### config.mk
export PLATFORM = sky130hd
export DESIGN_NAME = fetch_pc_unit
export DESIGN_NICKNAME = d
export VERILOG_FILES = /design/src/rtl/fetch_pc_unit_pkg.sv /design/src/rtl/fetch_pc_unit_if_id_reg.sv /design/src/rtl/fetch_pc_unit.sv
export SDC_FILE = /design/constraint.sdc
export NUM_CORES = 1
export LEC_CHECK = 0
export CORE_ASPECT_RATIO = 1.4
export CORE_MARGIN = 5
export CORE_UTILIZATION = 42
export DETAILED_ROUTE_END_ITERATION = 6
export PLACE_DENSITY = 0.77
export RECOVER_POWER = 25
export SYNTH_ARGS = -nofsm -noshare
export SYNTH_HDL_FRONTEND = slang
export SYNTH_SLANG_ARGS = --single-unit
### constraint.sdc
create_clock -name clk -period 2.25 [get_ports clk]
set_clock_uncertainty 0.15 [all_clocks]
set_input_delay 0.5625 -clock clk [delete_from_list [all_inputs] [get_ports clk]]
set_output_delay 0.5625 -clock clk [all_outputs]
set_load 0.02 [all_outputs]
### src/rtl/fetch_pc_unit_pkg.sv
// Shared fetch-stage definitions: FSM encoding, halt opcode, bubble word,
// reset PC default and the J-type target helper.
package fetch_pc_unit_pkg;

  typedef enum logic [1:0] {
    ST_RUN    = 2'd0,
    ST_HALTED = 2'd1,
    ST_STEP   = 2'd2
  } fetch_state_t;

  localparam logic [31:0] RESET_PC_DEF = 32'h0000_0000;
  localparam logic [5:0]  HALT_OP_DEF  = 6'b111111;
  localparam logic [31:0] NOP_WORD     = 32'h0000_0000;

  // J-type target: upper nibble of the J's own PC+4, 26-bit word index.
  function automatic logic [31:0] jump_target(input logic [31:0] pc_plus4,
                                              input logic [31:0] instr);
    return {pc_plus4[31:28], instr[25:0], 2'b00};
  endfunction

endpackage

### src/rtl/fetch_pc_unit_if_id_reg.sv
// IF/ID pipeline register. Priority: hold > flush (bubble) > load.
module if_id_reg
  import fetch_pc_unit_pkg::*;
(
  input  logic        clk,
  input  logic        reset,
  input  logic        i_load,
  input  logic        i_flush,
  input  logic        i_hold,
  input  logic [31:0] i_instr,
  input  logic [31:0] i_pc_plus4,
  output logic [31:0] o_instr,
  output logic [31:0] o_pc_plus4,
  output logic        o_valid
);

  logic [31:0] r_instr;
  logic [31:0] r_pc_plus4;
  logic        r_valid;

  // Register update: reset clears to a bubble, hold freezes, flush injects a bubble.
  always_ff @(posedge clk) begin
    if (reset) begin
      r_instr    <= NOP_WORD;
      r_pc_plus4 <= 32'h0;
      r_valid    <= 1'b0;
    end else if (i_hold) begin
      r_instr    <= r_instr;
      r_pc_plus4 <= r_pc_plus4;
      r_valid    <= r_valid;
    end else if (i_flush) begin
      r_instr    <= NOP_WORD;
      r_pc_plus4 <= 32'h0;
      r_valid    <= 1'b0;
    end else if (i_load) begin
      r_instr    <= i_instr;
      r_pc_plus4 <= i_pc_plus4;
      r_valid    <= 1'b1;
    end
  end

  assign o_instr    = r_instr;
  assign o_pc_plus4 = r_pc_plus4;
  assign o_valid    = r_valid;

endmodule

### src/rtl/fetch_pc_unit.sv
// Fetch stage: PC register, RUN/HALTED/STEP debug FSM, fetch counter,
// and the IF/ID register instance.
module fetch_pc_unit
  import fetch_pc_unit_pkg::*;
#(
  parameter logic [31:0] RESET_PC = fetch_pc_unit_pkg::RESET_PC_DEF,
  parameter logic [5:0]  HALT_OP  = fetch_pc_unit_pkg::HALT_OP_DEF
) (
  input  logic        clk,
  input  logic        reset,
  input  logic        stall,
  input  logic        jump_sel,
  input  logic        branch_taken,
  input  logic [31:0] branch_target,
  input  logic [31:0] instr_in,
  input  logic        resume,
  input  logic        step,
  output logic [31:0] pc_out,
  output logic [31:0] if_id_instr,
  output logic [31:0] if_id_pc_plus4,
  output logic        if_id_valid,
  output logic        halted,
  output logic [31:0] fetch_count
);

  fetch_state_t r_state;
  fetch_state_t w_state_next;
  logic [31:0]  r_pc;
  logic [31:0]  w_pc_next;
  logic [31:0]  w_pc_plus4;
  logic [31:0]  r_fetch_count;
  logic         w_cnt_inc;
  logic         w_load;
  logic         w_flush;
  logic         w_hold;
  logic         w_is_halt;

  assign w_pc_plus4 = r_pc + 32'd4;
  assign w_is_halt  = (instr_in[31:26] == HALT_OP);

  // Next-state / next-PC / IF/ID control. RUN and STEP share the fetch rules.
  // Any cycle that ends in HALTED keeps pc_out on the word it just latched
  // (HALT word or the single stepped word), so resume/step advance from there.
  always_comb begin
    w_state_next = r_state;
    w_pc_next    = r_pc;
    w_hold       = 1'b0;
    w_flush      = 1'b0;
    w_load       = 1'b0;
    w_cnt_inc    = 1'b0;
    case (r_state)
      ST_HALTED: begin
        w_flush = 1'b1;
        if (resume) begin
          w_pc_next    = w_pc_plus4;
          w_state_next = ST_RUN;
        end else if (step) begin
          w_pc_next    = w_pc_plus4;
          w_state_next = ST_STEP;
        end
      end
      ST_RUN, ST_STEP: begin
        if (stall) begin
          w_hold = 1'b1;
        end else if (branch_taken) begin
          w_pc_next = branch_target;
          w_flush   = 1'b1;
        end else if (jump_sel) begin
          w_pc_next = jump_target(if_id_pc_plus4, if_id_instr);
          w_flush   = 1'b1;
        end else begin
          w_load    = 1'b1;
          w_cnt_inc = 1'b1;
          if (w_is_halt || (r_state == ST_STEP)) begin
            w_state_next = ST_HALTED;
          end else begin
            w_pc_next = w_pc_plus4;
          end
        end
      end
      default: begin
        w_state_next = ST_RUN;
        w_flush      = 1'b1;
      end
    endcase
  end

  // State, PC and fetch counter registers; reset overrides every input.
  always_ff @(posedge clk) begin
    if (reset) begin
      r_state       <= ST_RUN;
      r_pc          <= RESET_PC;
      r_fetch_count <= 32'h0;
    end else begin
      r_state <= w_state_next;
      r_pc    <= w_pc_next;
      if (w_cnt_inc) r_fetch_count <= r_fetch_count + 32'd1;
    end
  end

  if_id_reg u_if_id (
    .clk        (clk),
    .reset      (reset),
    .i_load     (w_load),
    .i_flush    (w_flush),
    .i_hold     (w_hold),
    .i_instr    (instr_in),
    .i_pc_plus4 (w_pc_plus4),
    .o_instr    (if_id_instr),
    .o_pc_plus4 (if_id_pc_plus4),
    .o_valid    (if_id_valid)
  );

  assign pc_out      = r_pc;
  assign halted      = (r_state == ST_HALTED);
  assign fetch_count = r_fetch_count;

endmodule

Yosys cells after proc, flatten, opt, wreduce, memory -nomap -nowiden

Index checks and enable logic that the tools add are counted.

Reduce and logical (&&, ||, !) cells: 8
Eq/ne operators: 9
Add/sub/neg operators: 2
Muxes and demuxes: 30
Bitwise operators: 1

Operator list:

| cell                  | number |
|---|---|
| $mux 32               | 10 |
| $pmux 32 s2           | 1 |
| $add 32x1->32 const B | 1 |
| $add 32x3->32 const B | 1 |
| $mux 1                | 12 |
| $mux 2                | 6 |
| $ne 2x2->1 const B    | 4 |
| $eq 6x6->1 const B    | 1 |
| $reduce_and 5->1      | 1 |
| $ne 4x4->1 const B    | 1 |
| $pmux 2 s2            | 1 |
| $reduce_and 4->1      | 1 |
| $reduce_bool 2->1     | 2 |
| $ne 3x3->1 const B    | 1 |
| $eq 2x1->1 const B    | 1 |
| $eq 2x2->1 const B    | 1 |
| $logic_not 2->1       | 1 |
| $reduce_and 2->1      | 1 |
| $reduce_or 2->1       | 1 |
| $logic_or 1x1->1      | 1 |
| $not 1->1             | 1 |

Flip-flop bits (word level): 131
Input bits: 71
Logic and storage cells: 56

Longest topological paths before layout

Gate-level depths: netlist of run 1.

Depth after elaboration: 7
Mapped depth: 9

Hierarchy

A second synthesis of run 1 with hierarchy kept.

Cells, all modules: 868
Area, all modules: 7,264.5 um^2

Modules (own cells, without submodules):

| module        | cells each | times used | sequential area each (um^2) | area each (um^2) |
|---|---|---|---|---|
| fetch_pc_unit | 577        | 1          | 1,321.3                     | 4,319.1 |
| if_id_reg     | 291        | 1          | 1,301.2                     | 2,945.3 |

Worst setup path after synthesis of run 1

OpenSTA, ideal clock, no wires.

Path kind: input -> register
Start: input branch_taken
End: register r_pc[28], in the netlist pc_out[28]
Library setup time: 0.134 ns
Data arrival time: 2.099 ns
Slack: -0.133 ns
Buffers on the path: 3
Stages on the path: 8
Cell sequence: buf_2 > o21ba_2 > buf_2 > or4_1 > and2_4 > buf_4 > nand2_1 > o32ai_1

Cells in the longest elaborated chain, start to end: 3

RTL lines:

| element              | line                | text |
|---|---|---|
| from (decl)          | fetch_pc_unit.sv:13 | `input logic branch_taken,` |
| $mux 32              | fetch_pc_unit.sv:65 | `end else if (branch_taken) begin` |
| $mux 32              | fetch_pc_unit.sv:63 | `if (stall) begin` |
| $pmux 32 s2          | fetch_pc_unit.sv:51 | `case (r_state)` |
| to (signal assigned) | fetch_pc_unit.sv:96 | `r_pc <= w_pc_next;` |
| to (decl)            | fetch_pc_unit.sv:28 | `logic [31:0] r_pc;` |

Parallel ways exist; a longest one is shown, timed or not. The select of a mux whose other input is x is not followed.
A chain may end at the register's enable or synchronous reset.

Worst setup path after layout of run 1

Start: register r_pc[7], in the netlist pc_out[7]
End: output pc_out[7]

RTL lines:

| element   | line                | text |
|---|---|---|
| to (decl) | fetch_pc_unit.sv:18 | `output logic [31:0] pc_out,` |

No word-level cell between the ends.

==> results of run 1 <==
## timing repair
action / CTS / global route
buffers inserted: 1 / 6
gates cloned: 2 / 1
gates resized for setup: 30 / 25
pin swaps: 9 / 2
hold buffers: 0 / 0
endpoints found under the setup margin: 37 / 32
## stage by stage
step	setup TNS, ns	hold WS, ns	setup slack [ns]
2_1_floorplan	0	0.361	0.0122
3_3_place_gp	-27.25	0.284	-0.462
3_5_place_dp	-28.59	0.294	-0.577
4_1_cts	0	0.309	0.00226
5_1_grt	-0.0164	0.339	-0.0116
6_report	0	0.300	0.0223
## placed cells by master, fill, tap and decap left out, drive strengths merged, types with 6 or more instances in the layout
| cell type | count |
|---|---|
| clkdlybuf4s50 | 168 |
| dfxtp | 131 |
| nor2 | 103 |
| nand2 | 70 |
| buf | 60 |
| a22oi | 44 |
| o21ai | 38 |
| a21oi | 37 |
| xor2 | 35 |
| mux2i | 28 |
| nand3 | 28 |
| clkbuf | 27 |
| nand4 | 24 |
| xnor2 | 16 |
| dlymetal6s2s | 15 |
| inv | 14 |
| nor3 | 14 |
| dlygate4sd2 | 12 |
| and3 | 10 |
| o32ai | 10 |
| clkinv | 9 |
| and4 | 8 |
| or3 | 8 |
| o211ai | 7 |
| a31oi | 7 |
| nor4 | 6 |
| and2 | 6 |
## worst min path at each step
stage                                start  cells after the start  slack (ns)                     end
floorplan                       r_state[1]                      1        0.36              r_state[1]
global placement    u_if_id.o_pc_plus4[21]                      2        0.28  u_if_id.o_pc_plus4[21]
detailed placement  u_if_id.o_pc_plus4[22]                      2        0.29  u_if_id.o_pc_plus4[22]
CTS                 u_if_id.o_pc_plus4[22]                      2        0.31  u_if_id.o_pc_plus4[22]
global route        u_if_id.o_pc_plus4[23]                      2        0.34  u_if_id.o_pc_plus4[23]
finish              u_if_id.o_pc_plus4[22]                      2        0.30  u_if_id.o_pc_plus4[22]
## synthesized netlist by cell type (4+ instances only)
cell type	count
o211ai_1	7
a21oi_1	37
o21ai_1	5
nor3_1	11
nand4_1	23
xor2_1	35
o22a_1	5
inv_1	14
a31oi_1	7
mux2i_1	28
clkbuf_1	42
o21ai_0	33
nor4_1	5
o32ai_1	10
buf_4	4
dfxtp_1	131
xnor2_1	16
o21a_1	5
a22oi_1	44
and3_1	10
buf_2	7
or3_1	8
nand3_1	26
and4_1	8
nor2_1	103
a2111oi_1	4
nand2_1	70
## area by class of cell
| cell class | count | area, um2 | share of cell area |
|---|---|---|---|
| flip-flops and latches | 131 | 2630 | 0.276 |
| clock buffers | 18 | 429 | 0.0452 |
| well taps | 189 | 236 | 0.0249 |
| clock inverters | 14 | 164 | 0.0173 |
| diodes | 1 | 2.50 | 0.000263 |
| multi-input cells | 544 | 3440 | 0.362 |
| inverters | 15 | 56.3 | 0.00593 |
| repair buffers | 264 | 2550 | 0.268 |
## per-layer routing
metal  part of all wire  vias to the layer above  GRT usage
met5                  0                        -          0
met4              0.040                        0      0.120
met3              0.077                       61     0.0661
met2               0.49                      293      0.401
met1               0.40                     3097      0.283
li1                   -                     3132          -
## sequential cells by signal (all words and copies together) (netlist names)
register / flops
pc_out: 32
r_state: 2
u_if_id.o_pc_plus4: 32
u_if_id.o_instr: 32
u_if_id.o_valid: 1
fetch_count: 32
## power by group through the flow
stage / clock (mW) / combinational (mW) / sequential [mW]
finish: 2.79 / 0.715 / 2.43
CTS: 2.81 / 0.698 / 2.43
detailed placement: 0 / 0.685 / 2.48
global route: 2.93 / 0.761 / 2.44
floorplan: 0 / 0.289 / 2.52
global placement: 0 / 0.677 / 2.48
## cells by family (layout without fill, tap and decap cells)
family | Yosys count | after routing | synth area share
XOR/XNOR | 51 | 51 | 0.0716
buffers and inverters | 73 | 311 | 0.0503
AND/OR/NAND/NOR | 285 | 287 | 0.221
AO/OA/AOI/OAI | 175 | 175 | 0.186
flip-flops | 131 | 131 | 0.420
adder cells (fa/ha/maj) | 2 | 2 | 0.00401
other | 0 | 1 | 0
multiplexers | 29 | 29 | 0.0467
==> flow_summary.toml, run 1 <==
[outcome]
outcome = "complete, no violations"

[clock_network]
cts.sinks = 131
clk-insertion-delay-late_ns = 0.42
cts_root_buf = "clkbuf_16"
cts_max_path_buffers = 2
cts_buffers = 17
htree_levels = 4
cts.clk_slew.worst_paths_ns = 0.06
cts_tree = "built"

[run]
max-cap-violations = 0

[power_and_ir_drop]
swShare = 0.251
p_leak_nw = 3.76
seq_power_share = 0.409
peakVddDrop_mv = 0.433
combPwrFrac = 0.120
p_int_mw = 4.45
p_clk_frac = 0.470
power.density_nw_per_um2 = 625
power_switching_mw = 1.49
total_power_mw = 5.94

[timing]
max_freq_mhz = 449
post-route-min-period_ns = 2.23
final-setup-viol-count = 0
maxSlewHeadroom = 0.558
grt_setup_unrepaired = "yes"
worstMarginPinSlew_ns = 0.662
post-route-period-util = 0.990
hold_violations = 0
slew_viol_final = 0

[placement]
dpl.hpwl_um = 15000
port_buffers = 200
gp_congestion = 0.864
dp_cells = 1133
place_area_um2 = 8720

[drt]
ant_nets = 0
vias = 6583
initialDrtViolationCount = 363
wl_per_cell_um = 18.4
drcViolationCount = 0
via_per_inst = 5.60
detailedRoute.firstPassIterationCount = 5
drt_wl_total_um = 21700

[setup_path]
crit_start = "pc_out[7]"
crit_type = "register to output port"
slowest_delay_ns = 0.66
cp-end-kind = "output port"
critical_path_arrival_ns = 1.52
critPathCapture = "pc_out[7]"
required_ns = 1.54
worstRegToRegCells = 9
r2r-end = "pc_out[19]"
path_cells = "clkdlybuf4s50_1"
critPathSlowestCell = "clkdlybuf4s50_1"
cp_num_cells = 1
cp-start-kind = "register"
reg2reg_setup_slack_ns = 0.10
r2r_start = "r_state[0]"
cp_top_family = "buffers and inverters"
path_max_fanout = 5
crit_buf_inv = 1

[logic_synthesis]
synth_edf_count = 0
synth_cells = 746
yosysSeqAreaShare = 0.420
syn-cell-area_um2 = 6240
yosysTopAreaCellShare = 0.420
synth_top_area_cell = "dfxtp_1"
ys_seq_elements = 131
async_reset_ff_frac = 0
yosys-top-cells-area = "dfxtp_1 (42%), nor2_1 (6.2%), a22oi_1 (5.3%)"
ys.flop_type = "dfxtp_1"
synth_nets = 819
synth.distinct_cells = 57
yosys_warnings = 0
syn_area_per_cell_um2 = 8.37

[hold_path]
hp-class = "register to register"

[finish]
syn_to_final_growth_pct = 52.2
finalNonFillerCells = 1176
final_util = 0.655
fin_area_um2 = 9500
nFillCells = 1200
nNetsFinal = 1046
layout-drive-gt1-share = 0.129

[die]
die-width_um = 113
die_h_um = 154
io_pins = 201
coreArea_um2 = 14500
dieArea_um2 = 17400
num_rows = 52
initial_core_util = 0.430

[global_routing]
grt_pass1_wl_um = 33900
overflow = 0
grt_start_max_net_pins = 56
grt_use_total = 0.241
antenna_found_initial = 1
grt_pass1_vias = 6615
Power figures use the tool's default switching activity.
==> run 2: changes to the inputs <==
HOLD_SLACK_MARGIN = 0.05   (was unset)
SKIP_CTS_REPAIR_TIMING = 1   (was unset)
==> run 2 against run 1 <==
Against the previous run: design area about the same; global-route usage down 0.41 points; core utilization about the same; highest routed layer unchanged; flip-flop and latch count stayed put.
==> flow_summary.toml, run 2 (synthesis gave the netlist of run 1 again) <==
[placement]
gp_congestion = 0.864
port_buffers = 200
dp_cells = 1133
post-place-ws_ns = -0.577
place_area_um2 = 8720
dpl.hpwl_um = 15000

[power_and_ir_drop]
power.density_nw_per_um2 = 623
p_clk_frac = 0.470
p_leak_nw = 3.92
combPwrFrac = 0.119
total_power_mw = 5.92
p_int_mw = 4.45
seq_power_share = 0.411
swShare = 0.249
peakVddDrop_mv = 0.432
power_switching_mw = 1.47

[finish]
final_common_cell = "clkdlybuf4s50_1"
nNetsFinal = 1041
fin_area_um2 = 9500
finalNonFillerCells = 1172
layout-drive-gt1-share = 0.122
nFillCells = 1195
final_cell_mix = "clkdlybuf4s50_1 (170), dfxtp_1 (129), nor2_1 (103)"
syn_to_final_growth_pct = 52.2

[clock_network]
clk-insertion-delay-late_ns = 0.42
cts.sinks = 131
cts_tree = "built"
cts.clk_slew.worst_paths_ns = 0.06
cts_buffers = 17
cts_root_buf = "clkbuf_16"
cts_max_path_buffers = 2
htree_levels = 4

[timing]
final-setup-viol-count = 0
max_freq_mhz = 450
timing.final.ws_setup_ns = 0.0295
post-route-min-period_ns = 2.22
maxSlewHeadroom = 0.562
worstMarginPinSlew_ns = 0.658
hold_violations = 0
grt_setup_unrepaired = "yes"
slew_viol_final = 0
post-route-period-util = 0.987

[drt]
detailedRoute.firstPassIterationCount = 7
via_per_inst = 5.60
drcViolationCount = 0
vias = 6563
initialDrtViolationCount = 345
wl_per_cell_um = 18.2
drt_wl_total_um = 21400
ant_nets = 0

[outcome]
outcome = "complete, no violations"

[global_routing]
grt_pass1_wl_um = 33400
grt_pass1_vias = 6563
overflow = 0
grt_start_max_net_pins = 56
grt_use_total = 0.237
antenna_found_initial = 2

[setup_path]
cp-end-kind = "register"
cp-start-kind = "input pin"
critical_path_arrival_ns = 2.34
path_max_fanout = 10
required_ns = 2.37
crit_type = "input pin to register"

[hold_path]
hp-class = "register to register"

[die]
initial_core_util = 0.430
die_h_um = 154
dieArea_um2 = 17400
coreArea_um2 = 14500
num_rows = 52
io_pins = 201
die-width_um = 113

[run]
max-cap-violations = 0
run 2: critical path: stages:
cell,delay [ns]
clkdlybuf4s50_1,0.48
nand2_1,0.11
or4_4,0.59
and2_4,0.23
nand2_2,0.21
o32ai_1,0.15
run 2: final cells by class:
| class | instances | area [um2] | area share |
|---|---|---|---|
| well taps | 189 | 236 | 0.0249 |
| diodes | 2 | 5.00 | 0.000527 |
| inverters | 15 | 56.3 | 0.00592 |
| clock buffers | 18 | 429 | 0.0452 |
| flip-flops and latches | 131 | 2630 | 0.276 |
| multi-input cells | 543 | 3420 | 0.360 |
| clock inverters | 14 | 164 | 0.0172 |
| repair buffers | 260 | 2570 | 0.270 |
run 2: worst paths after layout:
path	start	to	slack, ns	cells past startpoint
max	instr_in[26]	pc_out[28]	0.03	6
min	u_if_id.o_pc_plus4[22]	u_if_id.o_pc_plus4[22]	0.30	2
max reg2reg	r_state[0]	pc_out[28]	0.07	6
min reg2reg	u_if_id.o_pc_plus4[22]	u_if_id.o_pc_plus4[22]	0.30	2
run 2: metal layers:
layer	GRT usage	part of all wire	vias up
met5	0	0	-
met4	0.123	0.041	0
met3	0.0661	0.080	54
met2	0.392	0.49	284
met1	0.278	0.39	3098
li1	-	-	3127
run 2: per-stage QoR:
stage                     hold slack, ns  utilization  setup TNS, ns
after floorplan                    0.361            -              0
after global placement             0.284        0.601         -27.25
after detailed placement           0.294        0.601         -28.59
after CTS                          0.309        0.642          -1.70
after global routing               0.339        0.655        -0.0566
final                              0.300        0.655              0
run 2: power groups by stage:
stage	Combinational (mW)	Sequential (mW)	Clock (mW)
floorplan	0.289	2.52	0
global placement	0.677	2.48	0
detailed placement	0.685	2.48	0
CTS	0.690	2.43	2.81
global route	0.753	2.44	2.93
finish	0.704	2.43	2.79
==> RTL change (settings of run 2) <==
Make the reset (`reset`) asynchronous in 2 clocked blocks.
--- a/src/rtl/fetch_pc_unit_if_id_reg.sv
+++ b/src/rtl/fetch_pc_unit_if_id_reg.sv
@@ -19,7 +19,7 @@
   logic        r_valid;
 
   // Register update: reset clears to a bubble, hold freezes, flush injects a bubble.
-  always_ff @(posedge clk) begin
+  always_ff @(posedge clk or posedge reset) begin
     if (reset) begin
       r_instr    <= NOP_WORD;
       r_pc_plus4 <= 32'h0;
--- a/src/rtl/fetch_pc_unit.sv
+++ b/src/rtl/fetch_pc_unit.sv
@@ -86,7 +86,7 @@
   end
 
   // State, PC and fetch counter registers; reset overrides every input.
-  always_ff @(posedge clk) begin
+  always_ff @(posedge clk or posedge reset) begin
     if (reset) begin
       r_state       <= ST_RUN;
       r_pc          <= RESET_PC;
Function: differs if reset is asserted again (counterexample within 4 cycles, from zero or initial values and one cycle with reset high); with reset held inactive, the same outputs for 4 cycles.
==> RTL change against run 2 <==
Synthesized cell count fell by 16%. Final area increased by 1.4%. Maximum frequency down 0.94%. Largest cell class is now flip-flops and latches. Die area up 1.2%. Routed wire length down 8.3%. Global-route usage shrank 1.4 points. Count of clock-buffer cells in the layout up 1. Worst setup slack worse by 0.021 ns. Sequential cell count is the same. Synthesized area rose by 1.3%.
Power is not compared: it rests on default switching activity, and its combinational part moved more than twofold at a synthesized area within 25%.
==> RTL change: results (changes against run 2) <==
sequential cell area -> 0.003281 mm^2 (+25%)
reg2reg end -> pc_out[26]
delay-heaviest family, CP -> buffers and inverters
fin crit period -> 2.242 ns (+0.02102 ns)
fraction of registers with async set/reset -> 1.000 (+1.000)
Max-slew headroom -> 0.1941 (-0.3674)
post-synthesis sequential area ratio -> 0.5183 (+0.09817)
DR WL met3 -> 1.183 mm (-31%)
WHS Endpoint -> u_if_id.o_pc_plus4[20]
Placed Cells -> 1040 (-8.2%)
number of DRC markers in iteration 0 -> 496 (+44%)
Layout Cells excl Fill -> 1073 (-8.4%)
status -> complete, no violations
met1 WL -> 7.686 mm (-8.3%)
crit path from -> pc_out[26]
first-pass GRT wire length -> 31.15 mm (-6.7%)
worst hold margin -> 0.3245 ns (+0.02474 ns)
Synth area leaders -> dfrtp_1, xnor2_1, a22o_1
Setup crit end -> pc_out[26]
layout cells sized above 1 -> 0.1339 (+0.01161)
slowest CP cell -> clkdlybuf4s50_1
grt met1 use -> 0.2702 (-0.007528)
Syn Inst Count -> 627 (-16%)
antenna violations before repair -> 0 (-2)
DR WL/cell -> 18.27 um (+0.19%)
Yosys cell types -> 50 (-12%)
GRT Util Overall -> 0.2226 (-0.01411)
Crit path largest cell delay -> 0.65 ns (+0.06 ns)
top cells by count, synth -> dfrtp_1, nand2_1, o21ai_0
Pre-antenna DRT Iters -> 5 (-2)
==> RTL change: changes by cell type after synthesis, sizes merged, moves of 28 or more <==
cell | before | now
nor2 | 103 | 38
a22o | 0 | 36
dfxtp | 131 | 0
a22oi | 44 | 13
mux2i | 28 | 0
dfrtp | 0 | 131
xnor2 | 16 | 47
==> RTL change: cell families (layout without fill, tap and decap cells) <==
family                   count (synthesis)  count (layout)  share of synthesized area
AO/OA/AOI/OAI                          178             178                     0.1951
buffers and inverters                   59             313                    0.03897
adder cells (fa/ha/maj)                  2               2                   0.003956
XOR/XNOR                                59              59                    0.08289
AND/OR/NAND/NOR                        198             198                     0.1608
flip-flops                             131             131                     0.5183
==> RTL change: area by class of cell <==
cell class / count / share of cell area
Multi-Input combinational cell: 437 / 0.2973
Inverter: 19 / 0.007532
Tap cell: 192 / 0.02494
Clock buffer: 19 / 0.04597
Sequential cell: 131 / 0.3405
Timing Repair Buffer: 262 / 0.2683
Clock inverter: 13 / 0.01545
